--- config.mk ---
export PLATFORM = sky130hd
export DESIGN_NAME = retire_monitor
export DESIGN_NICKNAME = d
export VERILOG_FILES = /design/src/rtl/retire_monitor.sv
export SDC_FILE = /design/constraint.sdc
export NUM_CORES = 1
export LEC_CHECK = 0
export ABC_AREA = 1
export CAP_MARGIN = 20
export CORE_MARGIN = 4
export CORE_UTILIZATION = 58
export DETAILED_ROUTE_END_ITERATION = 8
export DONT_BUFFER_PORTS = 1
export PLACE_DENSITY = 0.76
export SLEW_MARGIN = 40
export SYNTH_ARGS = -nofsm -noshare
export SYNTH_HDL_FRONTEND = slang
export SYNTH_SLANG_ARGS = --single-unit
--- constraint.sdc ---
create_clock -name i_clk -period 2.05 [get_ports i_clk]
set_input_delay 0.1025 -clock i_clk [delete_from_list [all_inputs] [get_ports i_clk]]
set_output_delay 0.1025 -clock i_clk [all_outputs]
set_load 0.005 [all_outputs]
--- src/rtl/retire_monitor.sv ---
// retire_monitor: watches the core's retire stream, counts run cycles and retired
// instructions, keeps a short PC history and flags program end (self-loop halt or timeout).
//
// state     | meaning
// S_IDLE    | waiting for the first retire of a run
// S_RUN     | program executing, counters and history live
// S_HALTED  | PC repeated HALT_REPEAT times in a row; everything frozen
// S_TIMEOUT | run lasted TIMEOUT_CYCLES cycles; everything frozen
module retire_monitor #(
  parameter int HALT_REPEAT    = 4,
  parameter int TIMEOUT_CYCLES = 1000,
  parameter int CNT_W          = 32,
  parameter int HIST_DEPTH     = 8
) (
  input  logic                          i_clk,
  input  logic                          i_reset,
  input  logic                          i_clear,
  input  logic [31:0]                   i_pc_debug,
  input  logic                          i_insn_vld,
  input  logic [$clog2(HIST_DEPTH)-1:0] i_hist_idx,
  output logic [CNT_W-1:0]              o_cycle_cnt,
  output logic [CNT_W-1:0]              o_insn_cnt,
  output logic [31:0]                   o_last_pc,
  output logic [31:0]                   o_hist_pc,
  output logic [$clog2(HIST_DEPTH):0]   o_hist_cnt,
  output logic                          o_running,
  output logic                          o_halted,
  output logic                          o_timeout,
  output logic                          o_done
);

  localparam int IDX_W  = $clog2(HIST_DEPTH);
  localparam int HCNT_W = IDX_W + 1;
  localparam int RPT_W  = $clog2(HALT_REPEAT + 1);

  localparam logic [CNT_W-1:0]  TIMEOUT_VAL = CNT_W'(TIMEOUT_CYCLES);
  localparam logic [CNT_W-1:0]  CNT_ONE     = CNT_W'(1);
  localparam logic [RPT_W-1:0]  RPT_LAST    = RPT_W'(HALT_REPEAT - 1);
  localparam logic [RPT_W-1:0]  RPT_ONE     = RPT_W'(1);
  localparam logic [HCNT_W-1:0] HIST_FULL   = HCNT_W'(HIST_DEPTH);
  localparam logic [HCNT_W-1:0] HCNT_ONE    = HCNT_W'(1);
  localparam logic [IDX_W-1:0]  IDX_ONE     = IDX_W'(1);

  typedef enum logic [1:0] {
    S_IDLE    = 2'd0,
    S_RUN     = 2'd1,
    S_HALTED  = 2'd2,
    S_TIMEOUT = 2'd3
  } state_t;

  state_t            state;
  logic [CNT_W-1:0]  cycle_cnt;
  logic [CNT_W-1:0]  insn_cnt;
  logic [CNT_W-1:0]  cycle_nxt;
  logic [CNT_W-1:0]  insn_nxt;
  logic [31:0]       last_pc;
  logic [RPT_W-1:0]  rpt_cnt;
  logic [31:0]       hist_mem [HIST_DEPTH];
  logic [IDX_W-1:0]  wr_ptr;
  logic [IDX_W-1:0]  rd_ptr;
  logic [HCNT_W-1:0] hist_cnt;
  logic [HCNT_W-1:0] hist_cnt_nxt;
  logic              same_pc;
  logic              halt_hit;

  // Counters stick at all-ones rather than wrapping.
  assign cycle_nxt    = (&cycle_cnt) ? cycle_cnt : cycle_cnt + CNT_ONE;
  assign insn_nxt     = (&insn_cnt) ? insn_cnt : insn_cnt + CNT_ONE;
  assign hist_cnt_nxt = (hist_cnt == HIST_FULL) ? hist_cnt : hist_cnt + HCNT_ONE;

  assign same_pc  = (i_pc_debug == last_pc);
  assign halt_hit = i_insn_vld && same_pc && (rpt_cnt == RPT_LAST);

  // wr_ptr points at the next free slot, so the newest entry sits one behind it.
  assign rd_ptr = wr_ptr - IDX_ONE - i_hist_idx;

  always_ff @(posedge i_clk or negedge i_reset) begin
    if (!i_reset) begin
      state     <= S_IDLE;
      cycle_cnt <= '0;
      insn_cnt  <= '0;
      last_pc   <= '0;
      rpt_cnt   <= '0;
      wr_ptr    <= '0;
      hist_cnt  <= '0;
      for (int i = 0; i < HIST_DEPTH; i++) hist_mem[i] <= '0;
    end else if (i_clear) begin
      state     <= S_IDLE;
      cycle_cnt <= '0;
      insn_cnt  <= '0;
      last_pc   <= '0;
      rpt_cnt   <= '0;
      wr_ptr    <= '0;
      hist_cnt  <= '0;
      for (int i = 0; i < HIST_DEPTH; i++) hist_mem[i] <= '0;
    end else begin
      case (state)
        S_IDLE: begin
          if (i_insn_vld) begin
            state            <= (TIMEOUT_VAL == CNT_ONE) ? S_TIMEOUT : S_RUN;
            cycle_cnt        <= CNT_ONE;
            insn_cnt         <= CNT_ONE;
            last_pc          <= i_pc_debug;
            rpt_cnt          <= '0;
            hist_mem[wr_ptr] <= i_pc_debug;
            wr_ptr           <= wr_ptr + IDX_ONE;
            hist_cnt         <= hist_cnt_nxt;
          end
        end
        S_RUN: begin
          cycle_cnt <= cycle_nxt;
          if (i_insn_vld) begin
            insn_cnt         <= insn_nxt;
            last_pc          <= i_pc_debug;
            rpt_cnt          <= same_pc ? rpt_cnt + RPT_ONE : '0;
            hist_mem[wr_ptr] <= i_pc_debug;
            wr_ptr           <= wr_ptr + IDX_ONE;
            hist_cnt         <= hist_cnt_nxt;
          end
          // A halt on the timeout edge is reported as a halt.
          if (halt_hit) begin
            state <= S_HALTED;
          end else if (cycle_nxt == TIMEOUT_VAL) begin
            state <= S_TIMEOUT;
          end
        end
        default: begin
        end
      endcase
    end
  end

  assign o_cycle_cnt = cycle_cnt;
  assign o_insn_cnt  = insn_cnt;
  assign o_last_pc   = last_pc;
  assign o_hist_pc   = hist_mem[rd_ptr];
  assign o_hist_cnt  = hist_cnt;
  assign o_running   = (state == S_RUN);
  assign o_halted    = (state == S_HALTED);
  assign o_timeout   = (state == S_TIMEOUT);
  assign o_done      = o_halted | o_timeout;

endmodule

==> metrics.md <==
| Metric | Value |
|---|---|
| Status | complete, but fails checks |
| Failing checks | negative hold slack, negative setup slack |
| CP most frequent cell | buf_4 |
| First-pass DRT Iterations | 8 |
| Die span in y | 184 um |
| First-pass GRT wire length | 93500 um |
| Horiz. Die Dim | 184 um |
| Die area | 33900 um2 |
| Sequential power share | 36.2% |
| HPWL Detailed | 38200 um |
| Setup TNS | -27.37 ns |
| Slew @ Worst Pin | 0.947 ns |
| DR iter-0 viols | 1942 |
| Total Wirelength | 61200 um |
| Routed wl met2 | 28200 um |
| Final Cycle Share | 147% |
| CP Buf/Inv Count | 4 |
| Root Buffer | clkbuf_16 |
| Netlist cell types | 46 |
| Mapped Nets | 2238 |
| Max-cap violations | 0 |
| Antenna-violating nets left | 0 |
| Most frequent cells in the layout | 365 x inv_1, 361 x dfrtp_1, 284 x nand2_1, 273 x o22ai_1, 222 x buf_4 |
| Fin util | 75.1% |
| Req. time, crit path | 1.95 ns |
| Detailed-routed wire length on met3 | 6540 um |
| RD Place Congestion | 0.971 |
| NetSw | 0.00710 W |
| Most used DFF post-synth | dfrtp_1 |
| RSZ-0062 raised after global routing | true |
| Fmax | 0.333 GHz |
| Hold slack | -0.731 ns |
| DR DRC count | 0 |
| CP delay by family, top | adder cells |
| CTS max path bufs | 3 |
| Port buffer count | 0 |
| Vias per inst | 6.18 |
| Combinational power share | 29.6% |
| Inst Count DP | 2705 |
| CP Launch Type | flop |
| #FFs+latches synth | 364 |
| Final Cell Area | 23000 um2 |
| Tot GR Track Use | 34.8% |
| Clk_skew | 0.0164 ns |
| Area Overhead vs Synth | 27.7% |
| Initial cell density of the core | 58.8% |
| H-tree levels | 2 |
| Int Pwr | 0.0146 W |
| Placement Cell Area | 20100 um2 |
| Fin. Hold Viols | 364 |
| Final WS setup | -0.953 ns |
| Grt total ovfl | 0 |
| Clock network power share | 34.2% |
| Row count | 64 |
| N_diodes | 0 |
| Largest net degree at the start of global routing | 365 |
| Leakage | 10.0 nW |
| Vias in the first global route | 17.0k |
| Power density over the cells | 943 nW/um2 |
| Post-Route M1 WL | 23400 um |
| Initial antenna violation count | 0 |
| Net switching fraction of the power | 32.8% |
| Crit path max-delay cell type | fa_4 |
| Total CTS buffers | 40 |
| Synth warnings | 0 |
| Mapped Cells | 2190 |
| WS Path Type | flop to output port |
| Number of I/O pins | 175 |
| Core area | 30600 um2 |
| Ys async rst share | 100% |
| Slew Limit Fails | 0 |
| Cts hold-fix bufs | 27 |
| # setup viols final | 39 |
| Min Tclk post-route | 3.00 ns |
| Commonest non-fill, non-tap cell in the layout | inv_1 |
| EDFF count, synth | 0 |
| Worst rel slew slack | 36.8% |
| Avg WL per Cell | 21.6 um |
| Worst Hold Class | primary input to async pin |
| Maximum vdd drop | 0.000818 V |
| Highest routed layer | met4 |
| Fraction of layout instances using a drive strength above 1 | 22.7% |
| Worst skew pair latency | 0.53 ns |
| Sink Count | 364 |
| Layout Cells excl Fill | 2833 |
| Critical Path End Type | output port |
| Fin nets | 2458 |
| Vias | 17.5k |
| CP Max Fanout | 8 |
| Mapped Area | 18000 um2 |
| Critical-path cell list | ha_4, inv_2, fa_4, buf_4, buf_4, a21oi_1, o21ai_0, o21ai_1, nor2_1, a31oi_2, buf_4 |
| Mapped Avg Cell Area | 8.21 um2 |
| CTS tree | done |
| Critical path arrival | 2.90 ns |
| Reg clk slew, reported paths | 0.06 ns |
| Slowest Stage Delay on Critical Path | 0.67 ns |
| Sequential element share of the synthesized area | 50.7% |
sequential cells by signal, summed over array words and instances, names as in the netlist:
signal / flops
o_insn_cnt: 32
o_hist_cnt: 4
rpt_cnt: 3
state: 2
o_last_pc: 32
hist_mem: 256
wr_ptr: 3
o_cycle_cnt: 32
layout make-up:
type | count | area (um2)
flip-flops and latches | 364 | 9110
clock inverters | 10 | 164
repair buffers | 297 | 2720
inverters | 379 | 1450
clock buffers | 59 | 1170
fillers | 2114 | 7620
well taps | 396 | 495
multi-input cells | 1328 | 7860
Yosys cell counts, types with 3 or more instances:
cell type / count / area share, %
ha_1: 8 / 0.56
inv_1: 371 / 7.7
inv_2: 6 / 0.13
nand4_1: 30 / 1.0
nor3_1: 24 / 0.67
buf_1: 11 / 0.23
a22o_1: 3 / 0.15
dfrtp_1: 364 / 51
xor2_1: 25 / 1.2
buf_6: 4 / 0.25
buf_2: 8 / 0.22
nand3b_1: 3 / 0.13
nand2_1: 313 / 6.5
a21oi_1: 108 / 3.0
nor3b_1: 3 / 0.13
nor4_1: 11 / 0.38
nor2_2: 9 / 0.31
o211ai_1: 34 / 1.4
o22ai_1: 273 / 9.5
nor2_4: 3 / 0.19
or2_2: 9 / 0.31
nand2_2: 5 / 0.17
nand2_4: 4 / 0.25
nand3_1: 61 / 1.7
a31oi_1: 34 / 1.2
clkbuf_1: 95 / 2.0
o21ai_1: 13 / 0.36
xnor2_1: 18 / 0.88
o21ai_0: 140 / 3.9
nor2_1: 181 / 3.8
worst paths after layout:
check                               start             end  slack, ns  cells past startpoint
min in group i_clk         i_pc_debug[26]   o_last_pc[26]       0.02                      2
hold reg to reg                rpt_cnt[0]      rpt_cnt[0]       0.49                      1
setup reg to reg           o_cycle_cnt[1]        state[0]      -0.06                     18
hold / removal                    i_reset   hist_mem[134]      -0.73                      0
max in group asynchronous         i_reset  o_cycle_cnt[2]       1.93                      0
setup / recovery                wr_ptr[0]    o_hist_pc[2]      -0.95                     11
worst reg2reg max path: stages (launching register included):
cell and delay [ns]:
dfrtp_1 0.39, buf_6 0.14, nand2_4 0.07, nor2_4 0.13, nand2_4 0.10, nor2_4 0.17
nand2_1 0.07, nand2_1 0.06, nand2_1 0.07, nor2_2 0.12, nand2_1 0.07, nor2_2 0.11
nand2_1 0.08, nor2_1 0.11, nand2_1 0.09, nand2_2 0.08, nand2_1 0.05, nand2_1 0.06
nand2_1 0.05
kinds of logic (layout without fill, tap and decap cells):
kind of cell,count (synthesis),after routing,share of synthesized area (%)
AND/OR/NAND/NOR,661,661,15.9
buffers and inverters,498,745,10.7
AO/OA/AOI/OAI,614,614,20.0
flip-flops,364,364,50.7
XOR/XNOR,43,43,2.09
adder cells (fa/ha/maj),9,9,0.668
multiplexers,1,1,0.0557
metal layers:
metal / vias to the layer above / global-route usage (%)
met1: 8472 / 47.4
met3: 196 / 7.48
li1: 7800 / -
met4: 0 / 14.5
met5: - / 0
met2: 1051 / 54.6
repair_timing:
action / 4_1_cts / 5_1_grt
pin swaps: 35 / 58
setup endpoints to repair: 52 / 67
resized for setup: 151 / 182
setup buffers: 15 / 18
hold endpoints to repair: 487 / 364
cloned: 5 / 2
metrics by stage:
step                      setup slack [ns]  power [W]
after floorplan                    -0.0329     0.0108
after global placement              -0.359     0.0129
after detailed placement            -0.352     0.0130
after CTS                           -0.911     0.0211
after global routing                 -1.01     0.0224
final                               -0.953     0.0217
power groups by stage:
stage | clock, W | combinational [W] | sequential [W]
after floorplan | 0 | 0.00290 | 0.00786
after global placement | 0 | 0.00501 | 0.00793
after detailed placement | 0 | 0.00509 | 0.00795
after CTS | 0.00744 | 0.00583 | 0.00783
after global routing | 0.00776 | 0.00679 | 0.00787
final | 0.00740 | 0.00641 | 0.00784
Power figures use the tool's default switching activity.
